**config.mk**
```make
export PLATFORM = sky130hd
export DESIGN_NAME = adder_error_monitor_flat
export DESIGN_NICKNAME = d
export VERILOG_FILES = /design/src/rtl/adder_error_monitor_if.sv /design/src/rtl/adder_error_monitor.sv /design/src/flat_wrapper.sv
export SDC_FILE = /design/constraint.sdc
export NUM_CORES = 1
export LEC_CHECK = 0
export ABC_AREA = 1
export CAP_MARGIN = 20
export CORE_ASPECT_RATIO = 1.75
export CORE_UTILIZATION = 30
export CTS_BUF_LIST = sky130_fd_sc_hd__clkbuf_8
export DETAILED_ROUTE_END_ITERATION = 8
export PLACE_DENSITY = 0.56
export SLEW_MARGIN = 5
export SYNTH_ARGS = -nofsm -noshare
export SYNTH_HDL_FRONTEND = slang
export SYNTH_SLANG_ARGS = --single-unit
```
**constraint.sdc**
```tcl
create_clock -name clk -period 1.8 [get_ports clk]
set_input_delay 0.18 -clock clk [delete_from_list [all_inputs] [get_ports clk]]
set_output_delay 0.18 -clock clk [all_outputs]
set_load 0.05 [all_outputs]
```
**src/rtl/adder_error_monitor_if.sv**
```systemverilog
// Result-pair stream and measurement-report bundle between the adder pair,
// the error monitor and its controller.
interface adder_error_monitor_if #(
  parameter int WIDTH        = 16,
  parameter int SAMPLES_LOG2 = 10
);
  logic                           start;
  logic                           in_valid;
  logic                           in_ready;
  logic [WIDTH:0]                 exact_res;
  logic [WIDTH:0]                 approx_res;
  logic                           busy;
  logic                           done;
  logic [SAMPLES_LOG2:0]          err_count;
  logic [WIDTH+SAMPLES_LOG2:0]    sum_ed;
  logic [WIDTH:0]                 max_ed;
  logic [SAMPLES_LOG2:0]          sample_cnt;

  modport master (
    output start, in_valid, exact_res, approx_res,
    input  in_ready, busy, done, err_count, sum_ed, max_ed, sample_cnt
  );

  modport slave (
    input  start, in_valid, exact_res, approx_res,
    output in_ready, busy, done, err_count, sum_ed, max_ed, sample_cnt
  );
endinterface

```
**src/rtl/adder_error_monitor.sv**
```systemverilog
// Windowed error-metric accumulator for exact vs approximate adder results:
// error count, summed and maximum absolute error distance over 2^SAMPLES_LOG2 pairs.
module adder_error_monitor #(
  parameter int WIDTH        = 16,
  parameter int SAMPLES_LOG2 = 10
) (
  input  logic                 clk,
  input  logic                 rst_n,
  adder_error_monitor_if.slave mon
);
  localparam int RW = WIDTH + 1;
  localparam int CW = SAMPLES_LOG2 + 1;
  localparam int SW = WIDTH + 1 + SAMPLES_LOG2;
  localparam logic [CW-1:0] N = {1'b1, {SAMPLES_LOG2{1'b0}}};

  typedef enum logic [1:0] {IDLE, RUN, DRAIN, DONE} state_t;

  state_t         state, state_nxt;
  logic           in_ready, accept, clr;
  logic [RW-1:0]  ed_d, ed_q, max_q;
  logic           mis_q, s1_valid;
  logic [CW-1:0]  cnt_q, err_q;
  logic [SW-1:0]  sum_q;

  assign in_ready = (state == RUN) && (cnt_q != N);
  assign accept   = mon.in_valid && in_ready;
  assign clr      = (state == IDLE) && mon.start;
  assign ed_d     = (mon.exact_res >= mon.approx_res) ? mon.exact_res - mon.approx_res
                                                      : mon.approx_res - mon.exact_res;

  always_ff @(posedge clk or negedge rst_n) begin
    if (!rst_n) state <= IDLE;
    else        state <= state_nxt;
  end

  always_comb begin
    state_nxt = state;
    case (state)
      IDLE:    if (mon.start) state_nxt = RUN;
      RUN:     if (accept && cnt_q == N - 1'b1) state_nxt = DRAIN;
      DRAIN:   state_nxt = DONE;
      DONE:    state_nxt = IDLE;
      default: state_nxt = IDLE;
    endcase
  end

  // Stage 1: distance and mismatch flag of the accepted pair
  always_ff @(posedge clk or negedge rst_n) begin
    if (!rst_n) begin
      s1_valid <= 1'b0;
      ed_q     <= '0;
      mis_q    <= 1'b0;
      cnt_q    <= '0;
    end else if (clr) begin
      s1_valid <= 1'b0;
      cnt_q    <= '0;
    end else begin
      s1_valid <= accept;
      if (accept) begin
        ed_q  <= ed_d;
        mis_q <= (mon.exact_res != mon.approx_res);
        cnt_q <= cnt_q + 1'b1;
      end
    end
  end

  // Stage 2: accumulators; the last sample lands on the DRAIN edge
  always_ff @(posedge clk or negedge rst_n) begin
    if (!rst_n) begin
      err_q <= '0;
      sum_q <= '0;
      max_q <= '0;
    end else if (clr) begin
      err_q <= '0;
      sum_q <= '0;
      max_q <= '0;
    end else if (s1_valid) begin
      err_q <= err_q + CW'(mis_q);
      sum_q <= sum_q + SW'(ed_q);
      if (ed_q > max_q) max_q <= ed_q;
    end
  end

  assign mon.in_ready   = in_ready;
  assign mon.busy       = (state == RUN) || (state == DRAIN);
  assign mon.done       = (state == DONE);
  assign mon.err_count  = err_q;
  assign mon.sum_ed     = sum_q;
  assign mon.max_ed     = max_q;
  assign mon.sample_cnt = cnt_q;
endmodule

```
**src/flat_wrapper.sv**
```systemverilog
// flat-port wrapper written by rule: the top's interface ports become plain ports
module adder_error_monitor_flat 
#(
  parameter int WIDTH        = 16,
  parameter int SAMPLES_LOG2 = 10
)
  (clk, rst_n, mon_start, mon_in_valid, mon_exact_res, mon_approx_res, mon_in_ready, mon_busy, mon_done, mon_err_count, mon_sum_ed, mon_max_ed, mon_sample_cnt);
  adder_error_monitor_if #(.WIDTH(WIDTH), .SAMPLES_LOG2(SAMPLES_LOG2)) mon_i ();
  input  logic clk;
  input  logic rst_n;
  input wire logic [$bits(mon_i.start)-1:0] mon_start;
  input wire logic [$bits(mon_i.in_valid)-1:0] mon_in_valid;
  input wire logic [$bits(mon_i.exact_res)-1:0] mon_exact_res;
  input wire logic [$bits(mon_i.approx_res)-1:0] mon_approx_res;
  output wire logic [$bits(mon_i.in_ready)-1:0] mon_in_ready;
  output wire logic [$bits(mon_i.busy)-1:0] mon_busy;
  output wire logic [$bits(mon_i.done)-1:0] mon_done;
  output wire logic [$bits(mon_i.err_count)-1:0] mon_err_count;
  output wire logic [$bits(mon_i.sum_ed)-1:0] mon_sum_ed;
  output wire logic [$bits(mon_i.max_ed)-1:0] mon_max_ed;
  output wire logic [$bits(mon_i.sample_cnt)-1:0] mon_sample_cnt;
  assign mon_i.start = mon_start;
  assign mon_i.in_valid = mon_in_valid;
  assign mon_i.exact_res = mon_exact_res;
  assign mon_i.approx_res = mon_approx_res;
  assign mon_in_ready = mon_i.in_ready;
  assign mon_busy = mon_i.busy;
  assign mon_done = mon_i.done;
  assign mon_err_count = mon_i.err_count;
  assign mon_sum_ed = mon_i.sum_ed;
  assign mon_max_ed = mon_i.max_ed;
  assign mon_sample_cnt = mon_i.sample_cnt;
  adder_error_monitor #(.WIDTH(WIDTH), .SAMPLES_LOG2(SAMPLES_LOG2)) u_core (.clk(clk), .rst_n(rst_n), .mon(mon_i));
endmodule
```
==> results of run 1 <==
[power by group through the flow]
stage          clock [W]  combinational, W  sequential, W
3_5_place_dp           0            0.0102        0.00315
5_1_grt          0.00148            0.0130        0.00328
3_3_place_gp           0            0.0101        0.00312
4_1_cts          0.00141            0.0112        0.00321
2_1_floorplan          0           0.00423        0.00438
6_report         0.00137            0.0119        0.00321
[state kept, by name, summed over array words and instances, names as in the netlist]
register and flops:
u_core.mon.max_ed 17, u_core.ed_q 17, u_core.s1_valid 1, u_core.mon.sample_cnt 11
u_core.mon.sum_ed 27, u_core.state 2, u_core.mis_q 1, u_core.mon.err_count 11
[worst min-delay path by stage]
| stage | from | to | slack [ns] | depth (start not counted) |
|---|---|---|---|---|
| after detailed placement | rst_n | u_core.mon.sum_ed[14]$_DFFE_PN0P_ | 0.19 | 2 |
| after floorplan | rst_n | u_core.ed_q[0]$_DFFE_PN0P_ | -0.12 | 0 |
| final | rst_n | u_core.mon.sum_ed[14]$_DFFE_PN0P_ | 0.26 | 3 |
| after global placement | rst_n | u_core.mon.sum_ed[14]$_DFFE_PN0P_ | 0.19 | 2 |
| after CTS | rst_n | u_core.mon.sum_ed[14]$_DFFE_PN0P_ | 0.29 | 3 |
| after global routing | rst_n | u_core.mon.sum_ed[14]$_DFFE_PN0P_ | 0.30 | 3 |
[layer usage]
metal  part of all wire [%]  global-route usage (%)  vias to the layer above
li1                       -                       -                     4522
met1                     35                    20.0                     4223
met2                     56                    41.5                      194
met3                    2.1                    2.59                       89
met4                    6.9                    15.1                        0
met5                      0                       0                        -
[area by class of cell]
type | count | share of cell area (%)
flip-flops and latches | 87 | 17.7
clock inverters | 7 | 0.444
diodes | 1 | 0.0197
well taps | 316 | 3.12
repair buffers | 375 | 25.4
inverters | 192 | 5.83
multi-input cells | 892 | 46.5
clock buffers | 9 | 0.977
[Yosys cell counts, types with 4 or more instances]
master / number
sky130_fd_sc_hd__nand3_1: 90
sky130_fd_sc_hd__nand4_1: 36
sky130_fd_sc_hd__o21a_1: 4
sky130_fd_sc_hd__nand2_2: 10
sky130_fd_sc_hd__clkbuf_1: 8
sky130_fd_sc_hd__a21oi_1: 67
sky130_fd_sc_hd__nor2_1: 77
sky130_fd_sc_hd__xor2_1: 15
sky130_fd_sc_hd__inv_2: 4
sky130_fd_sc_hd__dfrtp_1: 87
sky130_fd_sc_hd__nand3_2: 5
sky130_fd_sc_hd__nand2_1: 404
sky130_fd_sc_hd__o21ai_1: 4
sky130_fd_sc_hd__ha_1: 76
sky130_fd_sc_hd__nor3_1: 19
sky130_fd_sc_hd__nor2_2: 6
sky130_fd_sc_hd__buf_6: 4
sky130_fd_sc_hd__xnor2_1: 4
sky130_fd_sc_hd__inv_1: 188
sky130_fd_sc_hd__o21ai_0: 39
sky130_fd_sc_hd__buf_4: 7
[stage by stage]
step	TNS, ns	hold WS (ns)	setup WS (ns)
2_1_floorplan	-6.12	-0.116	-0.226
3_3_place_gp	-18.11	0.190	-0.629
3_5_place_dp	-18.85	0.189	-0.639
4_1_cts	-5.13	0.292	-0.280
5_1_grt	-10.52	0.295	-0.390
6_report	-7.72	0.264	-0.305
[cell usage in the layout (no fill, tap or decap), drive strengths merged, types with 3 or more instances in the layout]
cell type and n:
xnor2 4, nand3 95, nand3b 3, fa 3, dlygate4sd2 41, a22o 3, buf 296, o21bai 3
o21ai 46, nor2 85, nor3 21, xor2 15, o21a 4, nand4 36, dlymetal6s2s 26, o211ai 3
inv 194, nand2 416, a21oi 68, ha 76, dfrtp 87, clkinvlp 3, clkbuf 11, clkdlybuf4s50 9
[logic make-up (layout without fill, tap and decap cells)]
kind of cell / count (synthesis) / after routing / share of synthesized area (%)
and+or+nand+nor: 661 / 661 / 36.3
buffers and inverters: 216 / 583 / 11.3
AOI/OAI and AO/OA: 133 / 133 / 9.46
DFF: 87 / 87 / 27.8
adders and majority gates: 79 / 79 / 12.9
xor gates and xnor gates: 19 / 19 / 2.13
other: 0 / 1 / 0
[what timing repair did]
item	CTS	global route
endpoints found under the hold margin	87	0
cloned	0	2
pin swaps	47	85
setup buffers	15	22
endpoints found under the setup margin	93	65
hold buffers	1	0
gates resized for setup	193	160
[worst max-delay path, cell delays in order, from the launching register on]
cell and delay [ns]:
sky130_fd_sc_hd__dfrtp_2 0.46, sky130_fd_sc_hd__ha_4 0.28, sky130_fd_sc_hd__nand2_2 0.05, sky130_fd_sc_hd__nor2_2 0.10, sky130_fd_sc_hd__nand4_1 0.24, sky130_fd_sc_hd__nor2_2 0.23, sky130_fd_sc_hd__buf_4 0.14, sky130_fd_sc_hd__a21oi_4 0.05
sky130_fd_sc_hd__buf_12 0.14, sky130_fd_sc_hd__buf_6 0.12, sky130_fd_sc_hd__nand4_1 0.10, sky130_fd_sc_hd__nand2_1 0.07
==> flow_summary.json, run 1 <==
{
  "r2r-start": "u_core.ed_q[10]$_DFFE_PN0P_",
  "p_leak_nw": 6.71,
  "ir_worst_vdd_uv": 572,
  "grt_first_pass_wirelength_um": 43800,
  "post_route_cells_drive_above_1_share_pct": 39.2,
  "postSynth.asyncResetShare_pct": 100,
  "final_max_slew_viol_count": 0,
  "drtPass1Iterations": 4,
  "ctsHtreeMaxLevel": 3,
  "postSynthCellCount": 1195,
  "clkLatencyLatePin_ns": 0.42,
  "place_inst": 1825,
  "final_critical_path_setup_slack_ns": -0.305,
  "mappedNetlistArea_um2": 7830,
  "core_area_um2": 25400,
  "antenna_found_initial": 0,
  "int_pwr_w": 0.00838,
  "multiInputGateArea_um2": 5900,
  "synth_area_leader_cell": "sky130_fd_sc_hd__dfrtp_1",
  "max_cap_viol_count": 0,
  "dr.first_iter.drc_count": 287,
  "overflow": 0,
  "yosys_most_used_dff": "sky130_fd_sc_hd__dfrtp_1",
  "violations": "setup timing",
  "setup_viol_count_final": 35,
  "post_synthesis_average_cell_area_um2": 6.55,
  "crit_path_end": "u_core.mon.max_ed[11]$_DFFE_PN0P_",
  "count_of_final_hold_check_violations": 0,
  "timing.critical_path.from_type": "flip-flop",
  "finalPower_w": 0.0165,
  "detailed_route_wire_length_per_cell_um": 15.1,
  "portBuffers": 106,
  "fillCellCount": 2629,
  "ff2ff_setup_slack_ns": -0.31,
  "maximum_number_of_pins_on_one_net_before_global_route_repair": 59,
  "ys_top_cells_by_area": "sky130_fd_sc_hd__dfrtp_1 28%, sky130_fd_sc_hd__nand2_1 19%, sky130_fd_sc_hd__ha_1 12%",
  "crit_type": "reg -> reg",
  "drt_total_wl_um": 28400,
  "ys_seq_area_share_pct": 27.8,
  "worst_pin_slew_ns": 0.552,
  "first_global_vias": 8962,
  "die_h_um": 216,
  "slew-limit-headroom_pct": 63.3,
  "gp_routability_congestion": 0.973,
  "placedInstanceArea_um2": 11000,
  "cts.path.max_buffers": 2,
  "final_period_util_pct": 117,
  "clk_transition_reported_paths_ns": 0.10,
  "yosys_warnings": 0,
  "cts_tree": "yes",
  "net-switching-power_w": 0.00814,
  "synth_edf_count": 0,
  "postLayoutCoreUtil_pct": 49.8,
  "critical_path.startpoint": "u_core.ed_q[10]$_DFFE_PN0P_",
  "clock_tree.root_cell": "sky130_fd_sc_hd__clkbuf_8",
  "layout.cell_area.non_filler_um2": 12700,
  "post_synth_num_cell_types": 42,
  "sequential_cell_area_um2": 2240,
  "final_net_count": 1674,
  "avgViaCountPerCell": 4.80,
  "cp-end-kind": "flip-flop",
  "cts.sinks": 87,
  "rr_worst_depth": 11,
  "synth.ff_latch_count": 87,
  "vias": 9028,
  "reg2reg_to": "u_core.mon.max_ed[11]$_DFFE_PN0P_",
  "timing.critical_path.required_ns": 2.10,
  "p_sw_share_pct": 49.3,
  "finish.cell_count_without_fillers": 1879,
  "min-delay-path-class": "in -> async",
  "power.clock.fraction_pct": 8.3,
  "dp_hpwl_um": 22500,
  "yosysTopAreaCellShare_pct": 27.8,
  "route.detailed.drc": 0,
  "period_needed_ns": 2.11,
  "placementRows": 77,
  "ioPinCount": 107,
  "power_frac_comb_pct": 72.3,
  "syn_to_final_growth_pct": 61.9,
  "synth_fp_nets": 1312,
  "seq_power_share_pct": 19.4,
  "outcome": "complete, but fails checks",
  "drtAntennaViolNets": 0,
  "power_density_nw_per_um2": 1300,
  "clock_skew_ns": 0.0179,
  "timing.fmax_ghz": 0.475,
  "chipWidth_um": 124,
  "floorplan.initialDensity_pct": 30.8,
  "tritoncts.num_buffers": 9,
  "grt_usage_pct": 21.6,
  "total_die_area_um2": 26800,
  "unrepaired_setup_endpoints_after_global_routing": "true",
  "arrival_ns": 2.41,
  "worst-path-max-fanout": 5
}
Power figures use the tool's default switching activity.
==> inputs of run 2 (changes only) <==
--- a/config.mk
+++ b/config.mk
@@ -12,6 +12,8 @@
 export CTS_BUF_LIST = sky130_fd_sc_hd__clkbuf_8
 export DETAILED_ROUTE_END_ITERATION = 8
 export PLACE_DENSITY = 0.56
+export RECOVER_POWER = 100
+export SKIP_LAST_GASP = 1
 export SLEW_MARGIN = 5
 export SYNTH_ARGS = -nofsm -noshare
 export SYNTH_HDL_FRONTEND = slang
==> flow_summary.json, run 2 (same netlist as run 1, synthesis figures left out) <==
{
  "outcome": "complete, but fails checks",
  "violations": "setup timing",
  "final_max_slew_viol_count": 0,
  "crit_type": "reg -> reg",
  "final_period_util_pct": 116,
  "drtAntennaViolNets": 0,
  "floorplan.initialDensity_pct": 30.8,
  "portBuffers": 106,
  "power_density_nw_per_um2": 1300,
  "count_of_final_hold_check_violations": 0,
  "core_area_um2": 25400,
  "clkLatencyLatePin_ns": 0.41,
  "total_die_area_um2": 26800,
  "first_global_vias": 8921,
  "flip_flop_count_of_the_largest_register_after_layout": 27,
  "post_route_cells_drive_above_1_share_pct": 36.8,
  "ioPinCount": 107,
  "placedInstanceArea_um2": 11000,
  "avgViaCountPerCell": 4.79,
  "final_critical_path_setup_slack_ns": -0.288,
  "die_h_um": 216,
  "clk_transition_reported_paths_ns": 0.10,
  "timing.critical_path.from_type": "flip-flop",
  "grt_usage_pct": 21.4,
  "arrival_ns": 2.38,
  "cts.path.max_buffers": 2,
  "worst_pin_slew_ns": 1.28,
  "most_common_cell_after_layout_fill_and_taps_aside": "sky130_fd_sc_hd__nand2_1",
  "antenna_found_initial": 0,
  "setup_viol_count_final": 43,
  "period_needed_ns": 2.09,
  "maximum_number_of_pins_on_one_net_before_global_route_repair": 59,
  "cts.sinks": 87,
  "min-delay-path-class": "in -> reg",
  "drt_total_wl_um": 28200,
  "dp_hpwl_um": 22500,
  "gp_routability_congestion": 0.973,
  "cp-end-kind": "flip-flop",
  "final_net_count": 1674,
  "worst-path-max-fanout": 5,
  "clock_tree.root_cell": "sky130_fd_sc_hd__clkbuf_8",
  "grt_first_pass_wirelength_um": 43500,
  "ir_worst_vdd_uv": 503,
  "clock_skew_ns": 0.0146,
  "drtPass1Iterations": 5,
  "vias": 8989,
  "chipWidth_um": 124,
  "layout.cell_area.non_filler_um2": 12600,
  "placementRows": 77,
  "timing.fmax_ghz": 0.479,
  "unrepaired_setup_endpoints_after_global_routing": "true",
  "cts_tree": "yes",
  "worst_setup_slack_after_placement_ns": -0.639,
  "max_cap_viol_count": 0,
  "ctsHtreeMaxLevel": 3,
  "dr.first_iter.drc_count": 286,
  "finalPower_w": 0.0163,
  "overflow": 0,
  "detailed_route_wire_length_per_cell_um": 15.0,
  "insertedDiodeCount": 0,
  "tritoncts.num_buffers": 9,
  "timing.critical_path.required_ns": 2.09,
  "syn_to_final_growth_pct": 60.6,
  "route.detailed.drc": 0,
  "slew-limit-headroom_pct": 14.4,
  "layout.cells.most_common_list": "347 x sky130_fd_sc_hd__nand2_1, 223 x sky130_fd_sc_hd__buf_4, 158 x sky130_fd_sc_hd__inv_1",
  "p_leak_nw": 6.62
}
[run 2: changes by cell type in the layout (fill, tap and decap cells not counted), moves of 4 or more]
cell / delta
sky130_fd_sc_hd__nand2_4: +4
sky130_fd_sc_hd__inv_2: -5
sky130_fd_sc_hd__clkbuf_1: +32
sky130_fd_sc_hd__inv_1: +5
sky130_fd_sc_hd__nand2_2: -4
sky130_fd_sc_hd__clkbuf_2: +9
sky130_fd_sc_hd__buf_4: -50
sky130_fd_sc_hd__clkbuf_4: +5
[run 2: critical path: stages (launching register included)]
cell and delay (ns):
sky130_fd_sc_hd__dfrtp_2 0.46, sky130_fd_sc_hd__ha_4 0.28, sky130_fd_sc_hd__nand2_2 0.06, sky130_fd_sc_hd__nor2_2 0.10, sky130_fd_sc_hd__nand4_1 0.22, sky130_fd_sc_hd__nor2_2 0.20
sky130_fd_sc_hd__buf_4 0.14, sky130_fd_sc_hd__a21oi_4 0.05, sky130_fd_sc_hd__buf_12 0.14, sky130_fd_sc_hd__buf_6 0.12, sky130_fd_sc_hd__nand4_1 0.12, sky130_fd_sc_hd__nand2_1 0.07
[run 2: per-stage QoR]
stage	instances	setup TNS, ns	util [%]	hold WS [ns]
after floorplan	1195	-6.12	-	-0.116
after global placement	1825	-18.11	43.3	0.190
after detailed placement	1825	-18.85	43.3	0.189
after CTS	1856	-5.43	46.9	0.292
after global routing	1878	-12.03	49.4	0.453
final	1878	-5.60	49.4	0.445
[run 2: final cells by class]
| class | count | area, um^2 |
|---|---|---|
| clock buffers | 9 | 124 |
| clock inverters | 7 | 56.3 |
| fillers | 2649 | 12900 |
| inverters | 192 | 738 |
| multi-input cells | 892 | 5950 |
| flip-flops and latches | 87 | 2230 |
| well taps | 316 | 395 |
| repair buffers | 375 | 3070 |
[run 2: final timing paths]
path	start	slack [ns]	to	cells past startpoint
setup / recovery	u_core.ed_q[12]$_DFFE_PN0P_	-0.29	u_core.mon.max_ed[11]$_DFFE_PN0P_	11
hold / removal	mon_exact_res[0]	0.45	u_core.ed_q[0]$_DFFE_PN0P_	4
setup reg to reg	u_core.ed_q[12]$_DFFE_PN0P_	-0.29	u_core.mon.max_ed[11]$_DFFE_PN0P_	11
hold reg to reg	u_core.mon.err_count[3]$_DFFE_PN0P_	0.53	u_core.mon.err_count[3]$_DFFE_PN0P_	1
max in group asynchronous	rst_n	0.22	u_core.mon.sample_cnt[4]$_DFFE_PN0P_	3
min in group asynchronous	rst_n	0.52	u_core.mon.sum_ed[12]$_DFFE_PN0P_	3
[run 2: report_power, final]
group	leakage (nW)	switching (W)	internal (W)
sequential	1.10	0.000592	0.00260
clock	0.0838	0.000855	0.000515
combinational	5.44	0.00677	0.00497
total	6.62	0.00822	0.00809
[run 2: layer usage]
layer	wire [um]	vias to the layer above	global-route usage [%]
met3	660	85	2.75
met2	15900	182	41.3
met1	9740	4193	20.0
met4	1860	0	14.2
li1	-	4529	-
met5	0	-	0
[run 2: repair_timing]
action,CTS,global route
endpoints found under the setup margin,93,65
hold buffers,1,0
cloned,0,2
hold endpoints to repair,87,0
buffers inserted,15,24
pin swaps,44,78
gates resized for setup,181,186
